<file path="src/rtl/sr_lsu_if.sv">
// ============================================================================
// sr_lsu_if : execute-request, data-memory and writeback-response bundle
// Rev 1.0
// ============================================================================
`default_nettype none

interface sr_lsu_if;
  logic        req_valid;
  logic        req_ready;
  logic        req_store;
  logic [2:0]  req_funct3;
  logic [31:0] req_addr;
  logic [31:0] req_wdata;
  logic [4:0]  req_rd;

  logic        mem_req;
  logic        mem_we;
  logic [31:0] mem_addr;
  logic [3:0]  mem_be;
  logic [31:0] mem_wdata;
  logic        mem_ack;
  logic [31:0] mem_rdata;

  logic        resp_valid;
  logic        resp_is_load;
  logic [4:0]  resp_rd;
  logic [31:0] resp_data;
  logic        resp_fault;
  logic [1:0]  resp_fault_code;

  // LSU side: consumes requests, masters the memory port, produces responses
  modport master (
    input  req_valid, req_store, req_funct3, req_addr, req_wdata, req_rd,
    input  mem_ack, mem_rdata,
    output req_ready, mem_req, mem_we, mem_addr, mem_be, mem_wdata,
    output resp_valid, resp_is_load, resp_rd, resp_data, resp_fault, resp_fault_code
  );

  modport slave (
    output req_valid, req_store, req_funct3, req_addr, req_wdata, req_rd,
    output mem_ack, mem_rdata,
    input  req_ready, mem_req, mem_we, mem_addr, mem_be, mem_wdata,
    input  resp_valid, resp_is_load, resp_rd, resp_data, resp_fault, resp_fault_code
  );
endinterface

`default_nettype wire

</file>
<file path="src/rtl/sr_lsu.sv">
// ============================================================================
// sr_lsu : single-outstanding RV32I load/store unit with fault reporting
// Rev 1.0
// ============================================================================
`default_nettype none

module sr_lsu #(
  parameter int unsigned TIMEOUT_CYCLES = 255
) (
  input  logic       clk,
  input  logic       rst_n,
  sr_lsu_if.master   bus
);

  localparam int unsigned      CNT_W      = $clog2(TIMEOUT_CYCLES + 1);
  localparam logic [CNT_W-1:0] C_CNT_LAST = CNT_W'(TIMEOUT_CYCLES - 1);

  typedef enum logic [1:0] {
    S_IDLE = 2'd0,
    S_REQ  = 2'd1,
    S_RESP = 2'd2
  } state_t;

  state_t r_state, w_state_nxt;

  logic             r_store;
  logic [2:0]       r_funct3;
  logic [1:0]       r_off;
  logic [29:0]      r_word;
  logic [3:0]       r_be;
  logic [31:0]      r_wdata;
  logic [4:0]       r_rd;
  logic [CNT_W-1:0] r_cnt;
  logic [31:0]      r_data;
  logic [1:0]       r_fault_code;

  logic        w_illegal, w_misaligned;
  logic [3:0]  w_be;
  logic [31:0] w_wdata;
  logic [31:0] w_shift, w_load;
  logic [15:0] w_half;
  logic        w_timeout;

  // Request decode on the incoming (not yet registered) fields
  always_comb begin
    w_illegal    = 1'b1;
    w_misaligned = 1'b0;
    w_be         = 4'b1111;
    w_wdata      = bus.req_wdata;
    case (bus.req_funct3)
      3'b000, 3'b001, 3'b010: w_illegal = 1'b0;
      3'b100, 3'b101:         w_illegal = bus.req_store;
      default:                w_illegal = 1'b1;
    endcase
    case (bus.req_funct3[1:0])
      2'b00: begin
        w_be    = 4'b0001 << bus.req_addr[1:0];
        w_wdata = {4{bus.req_wdata[7:0]}};
      end
      2'b01: begin
        w_misaligned = bus.req_addr[0];
        w_be         = bus.req_addr[1] ? 4'b1100 : 4'b0011;
        w_wdata      = {2{bus.req_wdata[15:0]}};
      end
      default: w_misaligned = (bus.req_addr[1:0] != 2'b00);
    endcase
  end

  assign w_shift   = bus.mem_rdata >> {r_off, 3'b000};
  assign w_half    = r_off[1] ? bus.mem_rdata[31:16] : bus.mem_rdata[15:0];
  assign w_timeout = (r_cnt == C_CNT_LAST);

  always_comb begin
    w_load = bus.mem_rdata;
    case (r_funct3)
      3'b000:  w_load = {{24{w_shift[7]}}, w_shift[7:0]};
      3'b001:  w_load = {{16{w_half[15]}}, w_half};
      3'b100:  w_load = {24'd0, w_shift[7:0]};
      3'b101:  w_load = {16'd0, w_half};
      default: w_load = bus.mem_rdata;
    endcase
  end

  always_ff @(posedge clk or negedge rst_n) begin
    if (!rst_n) r_state <= S_IDLE;
    else        r_state <= w_state_nxt;
  end

  always_comb begin
    w_state_nxt = r_state;
    case (r_state)
      S_IDLE:  if (bus.req_valid) w_state_nxt = (w_illegal || w_misaligned) ? S_RESP : S_REQ;
      S_REQ:   if (bus.mem_ack || w_timeout) w_state_nxt = S_RESP;
      S_RESP:  w_state_nxt = S_IDLE;
      default: w_state_nxt = S_IDLE;
    endcase
  end

  always_ff @(posedge clk or negedge rst_n) begin
    if (!rst_n) begin
      r_store      <= 1'b0;
      r_funct3     <= 3'd0;
      r_off        <= 2'd0;
      r_word       <= 30'd0;
      r_be         <= 4'd0;
      r_wdata      <= 32'd0;
      r_rd         <= 5'd0;
      r_cnt        <= '0;
      r_data       <= 32'd0;
      r_fault_code <= 2'd0;
    end else begin
      if (r_state == S_IDLE && bus.req_valid) begin
        r_store      <= bus.req_store;
        r_funct3     <= bus.req_funct3;
        r_off        <= bus.req_addr[1:0];
        r_word       <= bus.req_addr[31:2];
        r_be         <= w_be;
        r_wdata      <= w_wdata;
        r_rd         <= bus.req_rd;
        r_cnt        <= '0;
        r_data       <= 32'd0;
        r_fault_code <= w_illegal ? 2'd3 : (w_misaligned ? 2'd1 : 2'd0);
      end else if (r_state == S_REQ) begin
        if (bus.mem_ack) begin
          r_data <= r_store ? 32'd0 : w_load;
        end else if (w_timeout) begin
          r_fault_code <= 2'd2;
        end else begin
          r_cnt <= r_cnt + CNT_W'(1);
        end
      end
    end
  end

  // Response fields are gated so they read zero outside the completion pulse
  assign bus.req_ready       = (r_state == S_IDLE);
  assign bus.mem_req         = (r_state == S_REQ);
  assign bus.mem_we          = r_store;
  assign bus.mem_addr        = {r_word, 2'b00};
  assign bus.mem_be          = r_be;
  assign bus.mem_wdata       = r_wdata;
  assign bus.resp_valid      = (r_state == S_RESP);
  assign bus.resp_is_load    = bus.resp_valid && !r_store;
  assign bus.resp_rd         = bus.resp_valid ? r_rd : 5'd0;
  assign bus.resp_fault      = bus.resp_valid && (r_fault_code != 2'd0);
  assign bus.resp_fault_code = bus.resp_valid ? r_fault_code : 2'd0;
  assign bus.resp_data       = (bus.resp_valid && r_fault_code == 2'd0) ? r_data : 32'd0;

endmodule

`default_nettype wire

</file>
<file path="src/flat_wrapper.sv">
// flat-port wrapper written by rule: the top's interface ports become plain ports
module sr_lsu_flat 
#(
  parameter int unsigned TIMEOUT_CYCLES = 255
)
  (clk, rst_n, bus_req_valid, bus_req_store, bus_req_funct3, bus_req_addr, bus_req_wdata, bus_req_rd, bus_mem_ack, bus_mem_rdata, bus_req_ready, bus_mem_req, bus_mem_we, bus_mem_addr, bus_mem_be, bus_mem_wdata, bus_resp_valid, bus_resp_is_load, bus_resp_rd, bus_resp_data, bus_resp_fault, bus_resp_fault_code);
  sr_lsu_if bus_i ();
  input  logic clk;
  input  logic rst_n;
  input wire logic [$bits(bus_i.req_valid)-1:0] bus_req_valid;
  input wire logic [$bits(bus_i.req_store)-1:0] bus_req_store;
  input wire logic [$bits(bus_i.req_funct3)-1:0] bus_req_funct3;
  input wire logic [$bits(bus_i.req_addr)-1:0] bus_req_addr;
  input wire logic [$bits(bus_i.req_wdata)-1:0] bus_req_wdata;
  input wire logic [$bits(bus_i.req_rd)-1:0] bus_req_rd;
  input wire logic [$bits(bus_i.mem_ack)-1:0] bus_mem_ack;
  input wire logic [$bits(bus_i.mem_rdata)-1:0] bus_mem_rdata;
  output wire logic [$bits(bus_i.req_ready)-1:0] bus_req_ready;
  output wire logic [$bits(bus_i.mem_req)-1:0] bus_mem_req;
  output wire logic [$bits(bus_i.mem_we)-1:0] bus_mem_we;
  output wire logic [$bits(bus_i.mem_addr)-1:0] bus_mem_addr;
  output wire logic [$bits(bus_i.mem_be)-1:0] bus_mem_be;
  output wire logic [$bits(bus_i.mem_wdata)-1:0] bus_mem_wdata;
  output wire logic [$bits(bus_i.resp_valid)-1:0] bus_resp_valid;
  output wire logic [$bits(bus_i.resp_is_load)-1:0] bus_resp_is_load;
  output wire logic [$bits(bus_i.resp_rd)-1:0] bus_resp_rd;
  output wire logic [$bits(bus_i.resp_data)-1:0] bus_resp_data;
  output wire logic [$bits(bus_i.resp_fault)-1:0] bus_resp_fault;
  output wire logic [$bits(bus_i.resp_fault_code)-1:0] bus_resp_fault_code;
  assign bus_i.req_valid = bus_req_valid;
  assign bus_i.req_store = bus_req_store;
  assign bus_i.req_funct3 = bus_req_funct3;
  assign bus_i.req_addr = bus_req_addr;
  assign bus_i.req_wdata = bus_req_wdata;
  assign bus_i.req_rd = bus_req_rd;
  assign bus_i.mem_ack = bus_mem_ack;
  assign bus_i.mem_rdata = bus_mem_rdata;
  assign bus_req_ready = bus_i.req_ready;
  assign bus_mem_req = bus_i.mem_req;
  assign bus_mem_we = bus_i.mem_we;
  assign bus_mem_addr = bus_i.mem_addr;
  assign bus_mem_be = bus_i.mem_be;
  assign bus_mem_wdata = bus_i.mem_wdata;
  assign bus_resp_valid = bus_i.resp_valid;
  assign bus_resp_is_load = bus_i.resp_is_load;
  assign bus_resp_rd = bus_i.resp_rd;
  assign bus_resp_data = bus_i.resp_data;
  assign bus_resp_fault = bus_i.resp_fault;
  assign bus_resp_fault_code = bus_i.resp_fault_code;
  sr_lsu #(.TIMEOUT_CYCLES(TIMEOUT_CYCLES)) u_core (.clk(clk), .rst_n(rst_n), .bus(bus_i));
endmodule
</file>
<file path="config.mk">
export PLATFORM = sky130hd
export DESIGN_NAME = sr_lsu_flat
export DESIGN_NICKNAME = d
export VERILOG_FILES = /design/src/rtl/sr_lsu_if.sv /design/src/rtl/sr_lsu.sv /design/src/flat_wrapper.sv
export SDC_FILE = /design/constraint.sdc
export NUM_CORES = 1
export LEC_CHECK = 0
export CAP_MARGIN = 10
export CORE_ASPECT_RATIO = 1.75
export CORE_MARGIN = 2
export CORE_UTILIZATION = 65
export DETAILED_ROUTE_END_ITERATION = 12
export DONT_BUFFER_PORTS = 1
export PLACE_DENSITY = 0.87
export SYNTH_ARGS = -nofsm -noshare
export SYNTH_HDL_FRONTEND = slang
export SYNTH_SLANG_ARGS = --single-unit
</file>
<file path="constraint.sdc">
create_clock -name clk -period 2.6 [get_ports clk]
set_input_delay 0.26 -clock clk [delete_from_list [all_inputs] [get_ports clk]]
set_output_delay 0.26 -clock clk [all_outputs]
set_load 0.05 [all_outputs]
</file>
* Yosys cells after proc, flatten, opt, wreduce, memory -nomap -nowiden
Cells that the tools add are included.
W data, S select, Z words.
** Storage, ports and cells
- Bits of input ports :: 109
- Output and inout port bits :: 113
- Flip-flop bits (word level) :: 121
- Logic and storage cells :: 80
** Operators by class
- Add/subtract/negate cells :: 1
- Eq/ne operators :: 15
- Reduce and logical (&&, ||, !) cells :: 23
- Shifts and indexed selects :: 2
- Muxes and demuxes :: 28
** Operator list (count)
- $mux W32 :: 5
- $pmux W32 S4 :: 1
- $pmux W32 S2 :: 1
- $mux W8 :: 4
- $shr A32 B5 Y8 :: 1
- $mux W2 :: 9
- $mux W16 :: 1
- $eq A3 B3 Y1 const B :: 4
- $reduce_bool A2 Y1 :: 5
- $add A8 B1 Y8 const B :: 1
- $eq A8 B8 Y1 const B :: 1
- $pmux W4 S2 :: 1
- $eq A3 B1 Y1 const B :: 2
- $logic_not A2 Y1 :: 3
- $logic_not A3 Y1 :: 2
- $reduce_and A3 Y1 :: 2
- $mux W5 :: 1
- $eq A2 B1 Y1 const B :: 2
- $logic_and A1 B1 Y1 :: 4
- $mux W4 :: 1
- $ne A2 B1 Y1 const B :: 2
- $ne A2 B2 Y1 const B :: 2
- $pmux W1 S2 :: 2
- $pmux W2 S2 :: 1
- other kinds (9) :: 11

* Depth between registers and ports, before layout
- Depth in word-level cells :: 7
- Depth in mapped cells :: 7
- Gate-level depth less buffers :: 6

* Least setup slack after synthesis
OpenSTA, ideal clock, no wires.
- Path kind :: register to output
- Start :: register u_core.r_state[0]
- End :: output bus_resp_data[29]
- Cell stages (with the launch flop) :: 6
- Buffers on the path :: 2
- Setup slack :: 0.423 ns
- Arrival time :: 1.917 ns
- Required time :: 2.340 ns
- Cells stage by stage :: dfrtp_1 buf_4 nand2b_1 inv_1 clkbuf_1 and3_1
** Between the ends
- Longest elaborated chain between the ends :: 3
** RTL lines
- start, declared :: line sr_lsu.sv:24 : state_t r_state, w_state_nxt;
- start signal, assigned :: line sr_lsu.sv:86 : else r_state <= w_state_nxt;
- $eq A2 B2 Y1 :: line sr_lsu.sv:142 : assign bus.resp_valid = (r_state == S_RESP);
- net bus_resp_valid :: line flat_wrapper.sv:24 : output wire logic [$bits(bus_i.resp_valid)-1:0] bus_resp_valid;
- $logic_and A1 B1 Y1 :: line sr_lsu.sv:147 : assign bus.resp_data = (bus.resp_valid && r_fault_code == 2'd0) ? r_data : 32'd0;
- $mux W32 :: line sr_lsu.sv:147
- end, declared :: line flat_wrapper.sv:27 : output wire logic [$bits(bus_i.resp_data)-1:0] bus_resp_data;
The timed path passes the listed nets, and every way through them passes these cells.

* Worst setup path after layout
- Start :: register u_core.r_state[0]
- End :: output bus_resp_data[17]
** Between the ends
- Longest elaborated chain between the ends :: 3
** RTL lines (line)
- $eq A2 B2 Y1 :: sr_lsu.sv:142
- $logic_and A1 B1 Y1 :: sr_lsu.sv:147
- $mux W32 :: sr_lsu.sv:147
No other way between the ends.

==> flow_summary_export.csv <==
group,metric,value,unit
timing,skew,0.0119,ns
cts,clk_latency,0.42,ns
timing,relSlewSlack,45.6,%
synth,synth-seq-cells,121,
hold_path,hold_path_class,"in -> async",
timing,worst_hold_slack,-0.467,ns
global_route,grt_overflow,0,
power_and_ir_drop,net-switching-power,3.69,mW
timing,slew_viol_final,0,
floorplanning,io-pin-count,222,
floorplanning,initial_utilization,66.5,%
cts,cts.clk_slew.worst_paths,0.06,ns
timing,fin_crit,2.41,ns
drt,remaining_drc_errors,0,
cts,clock-root-buffer,"clkbuf_16",
critical_path,cp-start-kind,"flip-flop",
synth,synthAdderAreaFrac,0.434,%
power_and_ir_drop,swShare,45.6,%
global_route,track_usage,43.6,%
place,gp_congestion,0.969,
timing,rsz0062_at_grt,"no",
drt,vias,5586,
floorplanning,die_w,75.2,um
place,dpl.hpwl,11.7,mm
drt,antenna_left,0,
layout,final_common_cell,"nand2_1",
synth,syn_avg_cell_area,9.31,sq um
cts,cts.htree.levels,4,
cts,cts_tree,"yes",
synth,yosys-top-cells-area,"dfrtp_1 (53%), nand2_1 (13%), mux2i_1 (5.6%)",
synth,synth_warnings,0,
place,io_buffers,0,
global_route,grt_pass1_wl,30.6,mm
floorplanning,coreArea,8670,sq um
power_and_ir_drop,p_comb_share,20.2,%
synth,yosys-mux-area-fraction,6.53,%
power_and_ir_drop,pwr-share-clk,29.5,%
drt,drt_iter0_markers,630,
cts,cts_hold_buf,56,
global_route,grt_max_degree,122,
timing,setup_viol,0,
cts,post_cts_buffers,0,
synth,async_flop_share,100,%
drt,first_pass_iters,5,
place,place_ws,0.690,ns
timing,setup_tns,0,ns
critical_path,reg2reg_slack,0.60,ns
layout,area_delta_synth_final,34.2,%
critical_path,timing.rr.end,"u_core.r_data[18]",
power_and_ir_drop,cellLeakagePower,3.69,nW
synth,ys_types,50,
synth,synth_area,5760,sq um
critical_path,reg2reg_depth,3,
power_and_ir_drop,seqPwrFrac,50.3,%
timing,timing.final.crit_share,92.6,%
layout,drive_above_1_share,13.4,%
cts,post_cts_resized,0,
cts,clk_path_buf_depth,2,
drt,wl_per_cell,25.1,um
synth,synth_top_family_by_area,"simple AND/OR/NAND/NOR gates",
synth,yosys.area_share.xor_xnor,0,%
layout,postLayoutCoreUtil,89.2,%
timing,setup_slack,0.192,ns
run,cap_violations,0,
floorplanning,num_rows,45,
synth,synth_top_area_share,52.5,%
outcome,violations,"negative hold slack",
cts,cts_made_buffers,17,
power_and_ir_drop,power.density,1050,nW/um^2
critical_path,path_max_fanout,40,
power_and_ir_drop,p_int,4.41,mW
power_and_ir_drop,vdd_ir_drop_max,0.000786,V
synth,synth_edf_count,0,
timing,fmax,415,MHz
outcome,status,"finished with violations",
synth,synth_compound_area_share,13.5,%
timing,finalHoldViolations,122,
synth,syn_inst,619,
drt,vias_per_cell,6.67,
critical_path,critPathKind,"reg -> out",
synth,ys.flop_type,"dfrtp_1",
drt,drt-total-wl,21.0,mm
synth,synth_top_area_cell,"dfrtp_1",
synth,synthSimpleGateAreaFrac,23.1,%
global_route,grt_pass1_vias,5758,
global_route,antenna_found_initial,0,
critical_path,crit_arrival,2.15,ns
floorplanning,die_area,9670,sq um
synth,seq_area_frac_synth,52.5,%
cts,clock-sinks,121,
timing,tightest_slew,0.811,ns
layout,nets,817,
critical_path,required,2.34,ns
floorplanning,dieHeight,129,um
critical_path,r2r-start,"u_core.r_state[0]",
layout,final_cell_mix,"nand2_1 (196), dfrtp_1 (121), dlygate4sd3_1 (58), o21ai_0 (41), buf_12 (34)",
critical_path,cp-end-kind,"output pin",
how the worst max path moves through the flow:
stage | from | end | slack, ns | cells after the start
final | u_core.r_state[0] | bus_resp_data[17] | 0.19 | 5
after floorplan | u_core.r_state[0] | bus_resp_data[29] | 0.42 | 5
after CTS | u_core.r_state[0] | bus_resp_data[13] | 0.23 | 5
after global placement | u_core.r_state[0] | bus_resp_data[13] | 0.78 | 5
after detailed placement | u_core.r_state[0] | bus_resp_data[13] | 0.69 | 5
after global routing | u_core.r_state[0] | bus_resp_data[17] | 0.06 | 5
critical path, cell delays in order (launching register included):
cell and delay, ns:
dfrtp_1 0.50, nand2b_1 0.24, inv_1 0.07, buf_4 0.39, and3_1 0.34, buf_12 0.16
power by group through the flow:
stage          logic [mW]  registers, mW  clock network, mW
6_report             1.64           4.08               2.39
5_1_grt              1.76           4.11               2.46
4_1_cts              1.53           4.03               2.36
3_5_place_dp         1.44           4.04                  0
3_3_place_gp         1.35           4.02                  0
2_1_floorplan        1.14           3.91                  0
synth_stat cells (all sizes together) (8+ instances only):
master,instances
mux2i,33
clkbuf,32
and3,32
a21oi,14
nand2,196
nand2b,14
buf,13
o22ai,10
o21ai,41
a221o,17
nor2,23
dfrtp,121
a32o,8
cell type report:
| type | instances | area (sq um) |
|---|---|---|
| sequential | 121 | 3030 |
| clock buffer | 19 | 453 |
| tap | 117 | 146 |
| fill | 375 | 935 |
| timing repair buffer | 112 | 1410 |
| clock inverter | 13 | 144 |
| antenna | 1 | 2.50 |
| multi-input combinational | 448 | 2530 |
| inverter | 6 | 22.5 |
layer usage:
layer / GRT usage (%) / vias to the layer above / wire length [um]
li1: - / 2311 / -
met1: 44.8 / 2614 / 6360
met2: 70.6 / 501 / 10600
met3: 16.9 / 160 / 2440
met4: 30.4 / 0 / 1660
met5: 0 / - / 0
through the flow:
step | instance area (sq um) | std cells | total power [mW]
floorplan | 5770 | 620 | 5.04
global placement | 6560 | 746 | 5.38
detailed placement | 6560 | 746 | 5.48
CTS | 7710 | 834 | 7.91
global route | 7730 | 836 | 8.33
finish | 7740 | 837 | 8.10
flip-flops by register name, indices dropped and copies added, names as in the netlist:
register and count:
u_core.bus.mem_wdata 32, u_core.r_data 32, u_core.r_word 30, u_core.r_cnt 8, u_core.r_rd 5, u_core.bus.mem_be 4, u_core.r_funct3 3, u_core.r_fault_code 2
u_core.r_off 2, u_core.r_state 2, u_core.bus.mem_we 1
logic make-up after synthesis:
group                      count (synthesis)
muxes                                     35
AOI/OAI and AO/OA                        113
DFF                                      121
and+or+nand+nor                          296
other                                      1
buffers and inverters                     51
adders and majority gates                  2
(Power assumes the default switching activity.)
